--- config.mk ---
export PLATFORM = sky130hd
export DESIGN_NAME = memory_arbiter_flat
export DESIGN_NICKNAME = d
export VERILOG_FILES = /design/src/rtl/memory_arbiter_if.sv /design/src/rtl/memory_arbiter.sv /design/src/flat_wrapper.sv
export SDC_FILE = /design/constraint.sdc
export NUM_CORES = 1
export LEC_CHECK = 0
export BUFFER_PORTS_ARGS = -buffer_cell sky130_fd_sc_hd__clkbuf_2
export CORE_AREA = 4 4 283 285
export DETAILED_ROUTE_END_ITERATION = 8
export DIE_AREA = 0 0 287 289
export PLACE_DENSITY_LB_ADDON = 0.12
export SLEW_MARGIN = 20
export SYNTH_ARGS = -nofsm -noshare
export SYNTH_HDL_FRONTEND = slang
export SYNTH_SLANG_ARGS = --single-unit
export TNS_END_PERCENT = 20
--- constraint.sdc ---
create_clock -name CLK -period 2.6 [get_ports CLK]
set_input_delay 0.26 -clock CLK [delete_from_list [all_inputs] [get_ports CLK]]
set_output_delay 0.26 -clock CLK [all_outputs]
set_load 0.1 [all_outputs]
--- src/rtl/memory_arbiter_if.sv ---
// Memory-side handshake bundle shared by the I-cache, D-cache, main memory and the arbiter.
// The master modport is the arbiter's view; slave is the view of the caches and memory around it.
interface memory_arbiter_if #(
  parameter int ADDR_W = 28,
  parameter int DATA_W = 128
);
  logic              IMEM_READ;
  logic [ADDR_W-1:0] IMEM_ADDRESS;
  logic [DATA_W-1:0] IMEM_READDATA;
  logic              IMEM_BUSYWAIT;
  logic              DMEM_READ;
  logic              DMEM_WRITE;
  logic [ADDR_W-1:0] DMEM_ADDRESS;
  logic [DATA_W-1:0] DMEM_WRITEDATA;
  logic [DATA_W-1:0] DMEM_READDATA;
  logic              DMEM_BUSYWAIT;
  logic              MEM_READ;
  logic              MEM_WRITE;
  logic [ADDR_W-1:0] MEM_ADDRESS;
  logic [DATA_W-1:0] MEM_WRITEDATA;
  logic [DATA_W-1:0] MEM_READDATA;
  logic              MEM_BUSYWAIT;

  modport master (
    input  IMEM_READ, IMEM_ADDRESS,
    output IMEM_READDATA, IMEM_BUSYWAIT,
    input  DMEM_READ, DMEM_WRITE, DMEM_ADDRESS, DMEM_WRITEDATA,
    output DMEM_READDATA, DMEM_BUSYWAIT,
    output MEM_READ, MEM_WRITE, MEM_ADDRESS, MEM_WRITEDATA,
    input  MEM_READDATA, MEM_BUSYWAIT
  );

  modport slave (
    output IMEM_READ, IMEM_ADDRESS,
    input  IMEM_READDATA, IMEM_BUSYWAIT,
    output DMEM_READ, DMEM_WRITE, DMEM_ADDRESS, DMEM_WRITEDATA,
    input  DMEM_READDATA, DMEM_BUSYWAIT,
    input  MEM_READ, MEM_WRITE, MEM_ADDRESS, MEM_WRITEDATA,
    output MEM_READDATA, MEM_BUSYWAIT
  );
endinterface

--- src/rtl/memory_arbiter.sv ---
// Two-requester arbiter for the block-interface main memory: one transaction at a time,
// alternating priority on simultaneous misses, one-cycle completion window per owner.
module memory_arbiter #(
  parameter int ADDR_W = 28,
  parameter int DATA_W = 128
) (
  input  logic              CLK,
  input  logic              RESET,
  memory_arbiter_if.master  bus
);

  typedef enum logic [1:0] {
    ST_IDLE  = 2'd0,
    ST_GRANT = 2'd1,
    ST_RESP  = 2'd2
  } state_e;

  typedef enum logic {
    OWN_I = 1'b0,
    OWN_D = 1'b1
  } owner_e;

  state_e            state_q, state_d;
  owner_e            owner_q, owner_d;
  owner_e            last_owner_q, last_owner_d;
  logic              op_q, op_d;
  logic              cyc_q, cyc_d;
  logic              mem_read_q, mem_read_d;
  logic              mem_write_q, mem_write_d;
  logic [ADDR_W-1:0] mem_addr_q, mem_addr_d;
  logic [DATA_W-1:0] mem_wdata_q, mem_wdata_d;
  logic [DATA_W-1:0] i_rdata_q, i_rdata_d;
  logic [DATA_W-1:0] d_rdata_q, d_rdata_d;

  logic i_req_s;
  logic d_req_s;

  assign i_req_s = bus.IMEM_READ;
  assign d_req_s = bus.DMEM_READ | bus.DMEM_WRITE;

  // Next-state, grant latching and read-data capture
  always_comb begin
    state_d      = state_q;
    owner_d      = owner_q;
    last_owner_d = last_owner_q;
    op_d         = op_q;
    cyc_d        = cyc_q;
    mem_read_d   = mem_read_q;
    mem_write_d  = mem_write_q;
    mem_addr_d   = mem_addr_q;
    mem_wdata_d  = mem_wdata_q;
    i_rdata_d    = i_rdata_q;
    d_rdata_d    = d_rdata_q;

    case (state_q)
      ST_IDLE: begin
        // D wins when alone, or on a tie when I held the memory last
        if (d_req_s && (!i_req_s || (last_owner_q == OWN_I))) begin
          owner_d     = OWN_D;
          op_d        = bus.DMEM_WRITE;
          mem_read_d  = ~bus.DMEM_WRITE;
          mem_write_d = bus.DMEM_WRITE;
          mem_addr_d  = bus.DMEM_ADDRESS;
          mem_wdata_d = bus.DMEM_WRITEDATA;
          cyc_d       = 1'b0;
          state_d     = ST_GRANT;
        end else if (i_req_s) begin
          owner_d     = OWN_I;
          op_d        = 1'b0;
          mem_read_d  = 1'b1;
          mem_write_d = 1'b0;
          mem_addr_d  = bus.IMEM_ADDRESS;
          cyc_d       = 1'b0;
          state_d     = ST_GRANT;
        end else begin
          state_d = ST_IDLE;
        end
      end
      ST_GRANT: begin
        // Memory busywait is not trusted on the first grant edge
        if (!cyc_q) begin
          cyc_d = 1'b1;
        end else if (!bus.MEM_BUSYWAIT) begin
          mem_read_d   = 1'b0;
          mem_write_d  = 1'b0;
          last_owner_d = owner_q;
          state_d      = ST_RESP;
          if (!op_q) begin
            if (owner_q == OWN_D) begin
              d_rdata_d = bus.MEM_READDATA;
            end else begin
              i_rdata_d = bus.MEM_READDATA;
            end
          end else begin
            d_rdata_d = d_rdata_q;
          end
        end else begin
          state_d = ST_GRANT;
        end
      end
      ST_RESP: begin
        state_d = ST_IDLE;
      end
      default: begin
        state_d     = ST_IDLE;
        mem_read_d  = 1'b0;
        mem_write_d = 1'b0;
      end
    endcase
  end

  // State and output registers with synchronous active-low reset
  always_ff @(posedge CLK) begin
    if (!RESET) begin
      state_q      <= ST_IDLE;
      owner_q      <= OWN_I;
      last_owner_q <= OWN_I;
      op_q         <= 1'b0;
      cyc_q        <= 1'b0;
      mem_read_q   <= 1'b0;
      mem_write_q  <= 1'b0;
      mem_addr_q   <= '0;
      mem_wdata_q  <= '0;
      i_rdata_q    <= '0;
      d_rdata_q    <= '0;
    end else begin
      state_q      <= state_d;
      owner_q      <= owner_d;
      last_owner_q <= last_owner_d;
      op_q         <= op_d;
      cyc_q        <= cyc_d;
      mem_read_q   <= mem_read_d;
      mem_write_q  <= mem_write_d;
      mem_addr_q   <= mem_addr_d;
      mem_wdata_q  <= mem_wdata_d;
      i_rdata_q    <= i_rdata_d;
      d_rdata_q    <= d_rdata_d;
    end
  end

  assign bus.MEM_READ      = mem_read_q;
  assign bus.MEM_WRITE     = mem_write_q;
  assign bus.MEM_ADDRESS   = mem_addr_q;
  assign bus.MEM_WRITEDATA = mem_wdata_q;
  assign bus.IMEM_READDATA = i_rdata_q;
  assign bus.DMEM_READDATA = d_rdata_q;

  // A requester is released only in the RESP cycle of its own transaction
  assign bus.IMEM_BUSYWAIT = i_req_s & ~((state_q == ST_RESP) & (owner_q == OWN_I));
  assign bus.DMEM_BUSYWAIT = d_req_s & ~((state_q == ST_RESP) & (owner_q == OWN_D));

endmodule

--- src/flat_wrapper.sv ---
// flat-port wrapper written by rule: the top's interface ports become plain ports
module memory_arbiter_flat 
#(
  parameter int ADDR_W = 28,
  parameter int DATA_W = 128
)
  (CLK, RESET, bus_IMEM_READ, bus_IMEM_ADDRESS, bus_IMEM_READDATA, bus_IMEM_BUSYWAIT, bus_DMEM_READ, bus_DMEM_WRITE, bus_DMEM_ADDRESS, bus_DMEM_WRITEDATA, bus_DMEM_READDATA, bus_DMEM_BUSYWAIT, bus_MEM_READ, bus_MEM_WRITE, bus_MEM_ADDRESS, bus_MEM_WRITEDATA, bus_MEM_READDATA, bus_MEM_BUSYWAIT);
  memory_arbiter_if #(.ADDR_W(ADDR_W), .DATA_W(DATA_W)) bus_i ();
  input  logic CLK;
  input  logic RESET;
  input wire logic [$bits(bus_i.IMEM_READ)-1:0] bus_IMEM_READ;
  input wire logic [$bits(bus_i.IMEM_ADDRESS)-1:0] bus_IMEM_ADDRESS;
  output wire logic [$bits(bus_i.IMEM_READDATA)-1:0] bus_IMEM_READDATA;
  output wire logic [$bits(bus_i.IMEM_BUSYWAIT)-1:0] bus_IMEM_BUSYWAIT;
  input wire logic [$bits(bus_i.DMEM_READ)-1:0] bus_DMEM_READ;
  input wire logic [$bits(bus_i.DMEM_WRITE)-1:0] bus_DMEM_WRITE;
  input wire logic [$bits(bus_i.DMEM_ADDRESS)-1:0] bus_DMEM_ADDRESS;
  input wire logic [$bits(bus_i.DMEM_WRITEDATA)-1:0] bus_DMEM_WRITEDATA;
  output wire logic [$bits(bus_i.DMEM_READDATA)-1:0] bus_DMEM_READDATA;
  output wire logic [$bits(bus_i.DMEM_BUSYWAIT)-1:0] bus_DMEM_BUSYWAIT;
  output wire logic [$bits(bus_i.MEM_READ)-1:0] bus_MEM_READ;
  output wire logic [$bits(bus_i.MEM_WRITE)-1:0] bus_MEM_WRITE;
  output wire logic [$bits(bus_i.MEM_ADDRESS)-1:0] bus_MEM_ADDRESS;
  output wire logic [$bits(bus_i.MEM_WRITEDATA)-1:0] bus_MEM_WRITEDATA;
  input wire logic [$bits(bus_i.MEM_READDATA)-1:0] bus_MEM_READDATA;
  input wire logic [$bits(bus_i.MEM_BUSYWAIT)-1:0] bus_MEM_BUSYWAIT;
  assign bus_i.IMEM_READ = bus_IMEM_READ;
  assign bus_i.IMEM_ADDRESS = bus_IMEM_ADDRESS;
  assign bus_IMEM_READDATA = bus_i.IMEM_READDATA;
  assign bus_IMEM_BUSYWAIT = bus_i.IMEM_BUSYWAIT;
  assign bus_i.DMEM_READ = bus_DMEM_READ;
  assign bus_i.DMEM_WRITE = bus_DMEM_WRITE;
  assign bus_i.DMEM_ADDRESS = bus_DMEM_ADDRESS;
  assign bus_i.DMEM_WRITEDATA = bus_DMEM_WRITEDATA;
  assign bus_DMEM_READDATA = bus_i.DMEM_READDATA;
  assign bus_DMEM_BUSYWAIT = bus_i.DMEM_BUSYWAIT;
  assign bus_MEM_READ = bus_i.MEM_READ;
  assign bus_MEM_WRITE = bus_i.MEM_WRITE;
  assign bus_MEM_ADDRESS = bus_i.MEM_ADDRESS;
  assign bus_MEM_WRITEDATA = bus_i.MEM_WRITEDATA;
  assign bus_i.MEM_READDATA = bus_MEM_READDATA;
  assign bus_i.MEM_BUSYWAIT = bus_MEM_BUSYWAIT;
  memory_arbiter #(.ADDR_W(ADDR_W), .DATA_W(DATA_W)) u_core (.CLK(CLK), .RESET(RESET), .bus(bus_i));
endmodule
==> impl_metrics.ini <==
[critical_path]
cp-end-kind = output port
critPathKind = flip-flop to output port
cp-start-kind = flip-flop
crit_arrival_ps = 1940
crit_fanout = 12
required_ps = 2340

[final_layout]
drive_gt1_share_pct = 30.9
syn_to_final_growth_pct = 61.1
layout.nets = 3047
final_common_cell = clkbuf_2
final_cell_mix = 732 x clkbuf_2, 444 x nand2_1, 420 x dfxtp_1

[detailed_routing]
drt_first_pass_iters = 5
num_vias = 16272
wl_per_cell_um = 18.8
drc = 0
drt-vias-per-instance = 4.27
drtAntennaViolNets = 0
drt-initial-drc-count = 752
routed_wl_um = 71500

[power]
p_comb_share_pct = 19.9
p_int_w = 0.0123
p_total_w = 0.0180
power_per_cell_area_mw_per_mm2 = 704
power_frac_clock_pct = 42.4
pwr-share-seq_pct = 37.7
sw_frac_of_total_pct = 32.0
peakVddDrop_v = 0.000445
leakage_nw = 11.8
power_switching_w = 0.00577

[sta]
tightest_slew_ps = 754
holdWs_ps = 74.2
slew_violations = 0
min_period_over_period_pct = 84.5
skew_ps = 23.6
grt_setup_unrepaired = no
tns_ps = 0
post-route-min-period_ps = 2200
maxClockFrequency_ghz = 0.455
setup_viol = 0
hold_viol_final = 0
max_slew_margin_pct = 49.9

[yosys]
synth-main-ff-cell = dfxtp_1
synth_edf_count = 0
synthAdderAreaFrac_pct = 0
synth_compound_area_share_pct = 11.3
yosys.area_share.simple_pct = 15.2
synth_area_per_cell_um2 = 9.02
synth_top_family_by_area = multiplexers
synth_warnings = 0
ys_types = 37
async_reset_ff_share_pct = 0
synth_xor_area_share_pct = 0
syn-cell-area_mm2 = 0.0159
synth_nets = 2081
synth-seq-cells = 420
yosys-mux-area-fraction_pct = 16.2
synth_cells = 1763
synth_seq_area_share_pct = 52.9

[clock_tree]
cts_resized = 0
clock_latency_ps = 590
clk_pin_slew_ps = 60
htree_levels = 2
cts_tree = built
clk_path_buf_depth = 3
cts_setup_buffers = 0
cts_root_buffer = clkbuf_16
cts_buffers = 51
cts_sinks = 420

[grt]
grt_max_degree = 131
grt_pass1_wl_um = 105000
overflow = 0
grt_pass1_vias = 16620
antenna_found_initial = 5
grtUsageTotal_pct = 16.2

[floorplanning]
die_w_um = 287
ios = 734
initial_core_util_pct = 20.6
die_area_mm2 = 0.0829
dieHeight_um = 289
core-area_mm2 = 0.0773
row_count = 102

[min_path]
hold_path.class = input pin to flip-flop

[status]
status = finished clean

[placed_design]
portBuffers = 733
hpwl_um = 52100
place_congestion = 0.824

[flow_run]
drv_cap = 0
worst max-delay path, cell delays in order, from the launching register on:
cell	delay (ps)
dfxtp_1	320
buf_4	210
inv_1	100
a31oi_2	190
clkbuf_2	510
power by group through the flow:
stage          Sequential, W  Combinational, W  Clock (W)
3_5_place_dp         0.00694           0.00319          0
2_1_floorplan        0.00856          0.000717          0
5_1_grt              0.00682           0.00377    0.00817
4_1_cts              0.00680           0.00363    0.00794
3_3_place_gp         0.00693           0.00318          0
6_report             0.00680           0.00359    0.00765
area by class of cell:
cell class              count  area [um^2]
well taps                1040         1300
clock inverters            17          303
clock buffers              75         1490
repair buffers           1076         7250
flip-flops and latches    420         8410
diodes                      3         7.51
inverters                   3         13.8
fillers                  8255        51700
multi-input cells        1177         6850
per-layer routing:
layer	share of wire, %	global-route usage (%)	vias up
met2	52	29.9	468
met5	0.029	0	-
met3	5.7	3.37	131
met4	3.5	5.81	4
met1	39	18.4	7705
li1	-	-	7964
synth_stat cells, types with 2 or more instances:
| cell | number | share of area, % |
|---|---|---|
| a21oi_1 | 160 | 5.0 |
| a311oi_1 | 28 | 1.5 |
| buf_1 | 4 | 0.094 |
| buf_2 | 40 | 1.3 |
| buf_4 | 5 | 0.24 |
| clkbuf_1 | 114 | 2.7 |
| dfxtp_1 | 420 | 53 |
| inv_1 | 2 | 0.047 |
| mux2i_1 | 258 | 16 |
| nand2_1 | 444 | 10 |
| nand3_1 | 128 | 4.0 |
| nor2_1 | 5 | 0.12 |
| nor4_1 | 2 | 0.079 |
| o21ai_0 | 127 | 4.0 |
| o21ai_1 | 2 | 0.063 |
| o31ai_1 | 2 | 0.094 |
| or3_1 | 2 | 0.079 |
per-stage QoR:
step | cell area (um^2) | setup WS, ps | util [%] | std cells
floorplan | 15900 | 291 | - | 1763
global placement | 20700 | 520 | 26.8 | 3404
detailed placement | 20700 | 685 | 26.8 | 3404
CTS | 25600 | 319 | 33.1 | 3808
global route | 25600 | 274 | 33.1 | 3811
finish | 25600 | 403 | 33.1 | 3811
state kept, by name, indices dropped and copies added, names as in the netlist:
name,count
u_core.bus.DMEM_READDATA,128
u_core.bus.IMEM_READDATA,128
u_core.bus.MEM_WRITEDATA,128
u_core.bus.MEM_ADDRESS,28
u_core.state_q,2
u_core.bus.MEM_READ,1
u_core.bus.MEM_WRITE,1
u_core.cyc_q,1
u_core.last_owner_q,1
u_core.op_q,1
u_core.owner_q,1
logic make-up (layout without fill, tap and decap cells):
| family | count (synthesis) | in the layout |
|---|---|---|
| AOI/OAI and AO/OA | 329 | 329 |
| muxes | 258 | 258 |
| other | 0 | 3 |
| DFF | 420 | 420 |
| and+or+nand+nor | 590 | 590 |
| buffers and inverters | 166 | 1171 |
repair_timing:
item	CTS	global route
hold endpoints to repair	411	0
endpoints found under the setup margin	0	0
hold buffers	312	0
path summary, 6_finish.rpt:
path | startpoint | to | slack, ps | cells past startpoint
worst max-delay path | u_core.state_q[0] | bus_DMEM_BUSYWAIT | 400 | 4
worst min-delay path | RESET | u_core.bus.DMEM_READDATA[88] | 70 | 3
worst max register to register | u_core.last_owner_q | u_core.bus.MEM_ADDRESS[16] | 490 | 5
worst min register to register | u_core.bus.DMEM_READDATA[50] | u_core.bus.DMEM_READDATA[50] | 450 | 2
(Power assumes the default switching activity.)
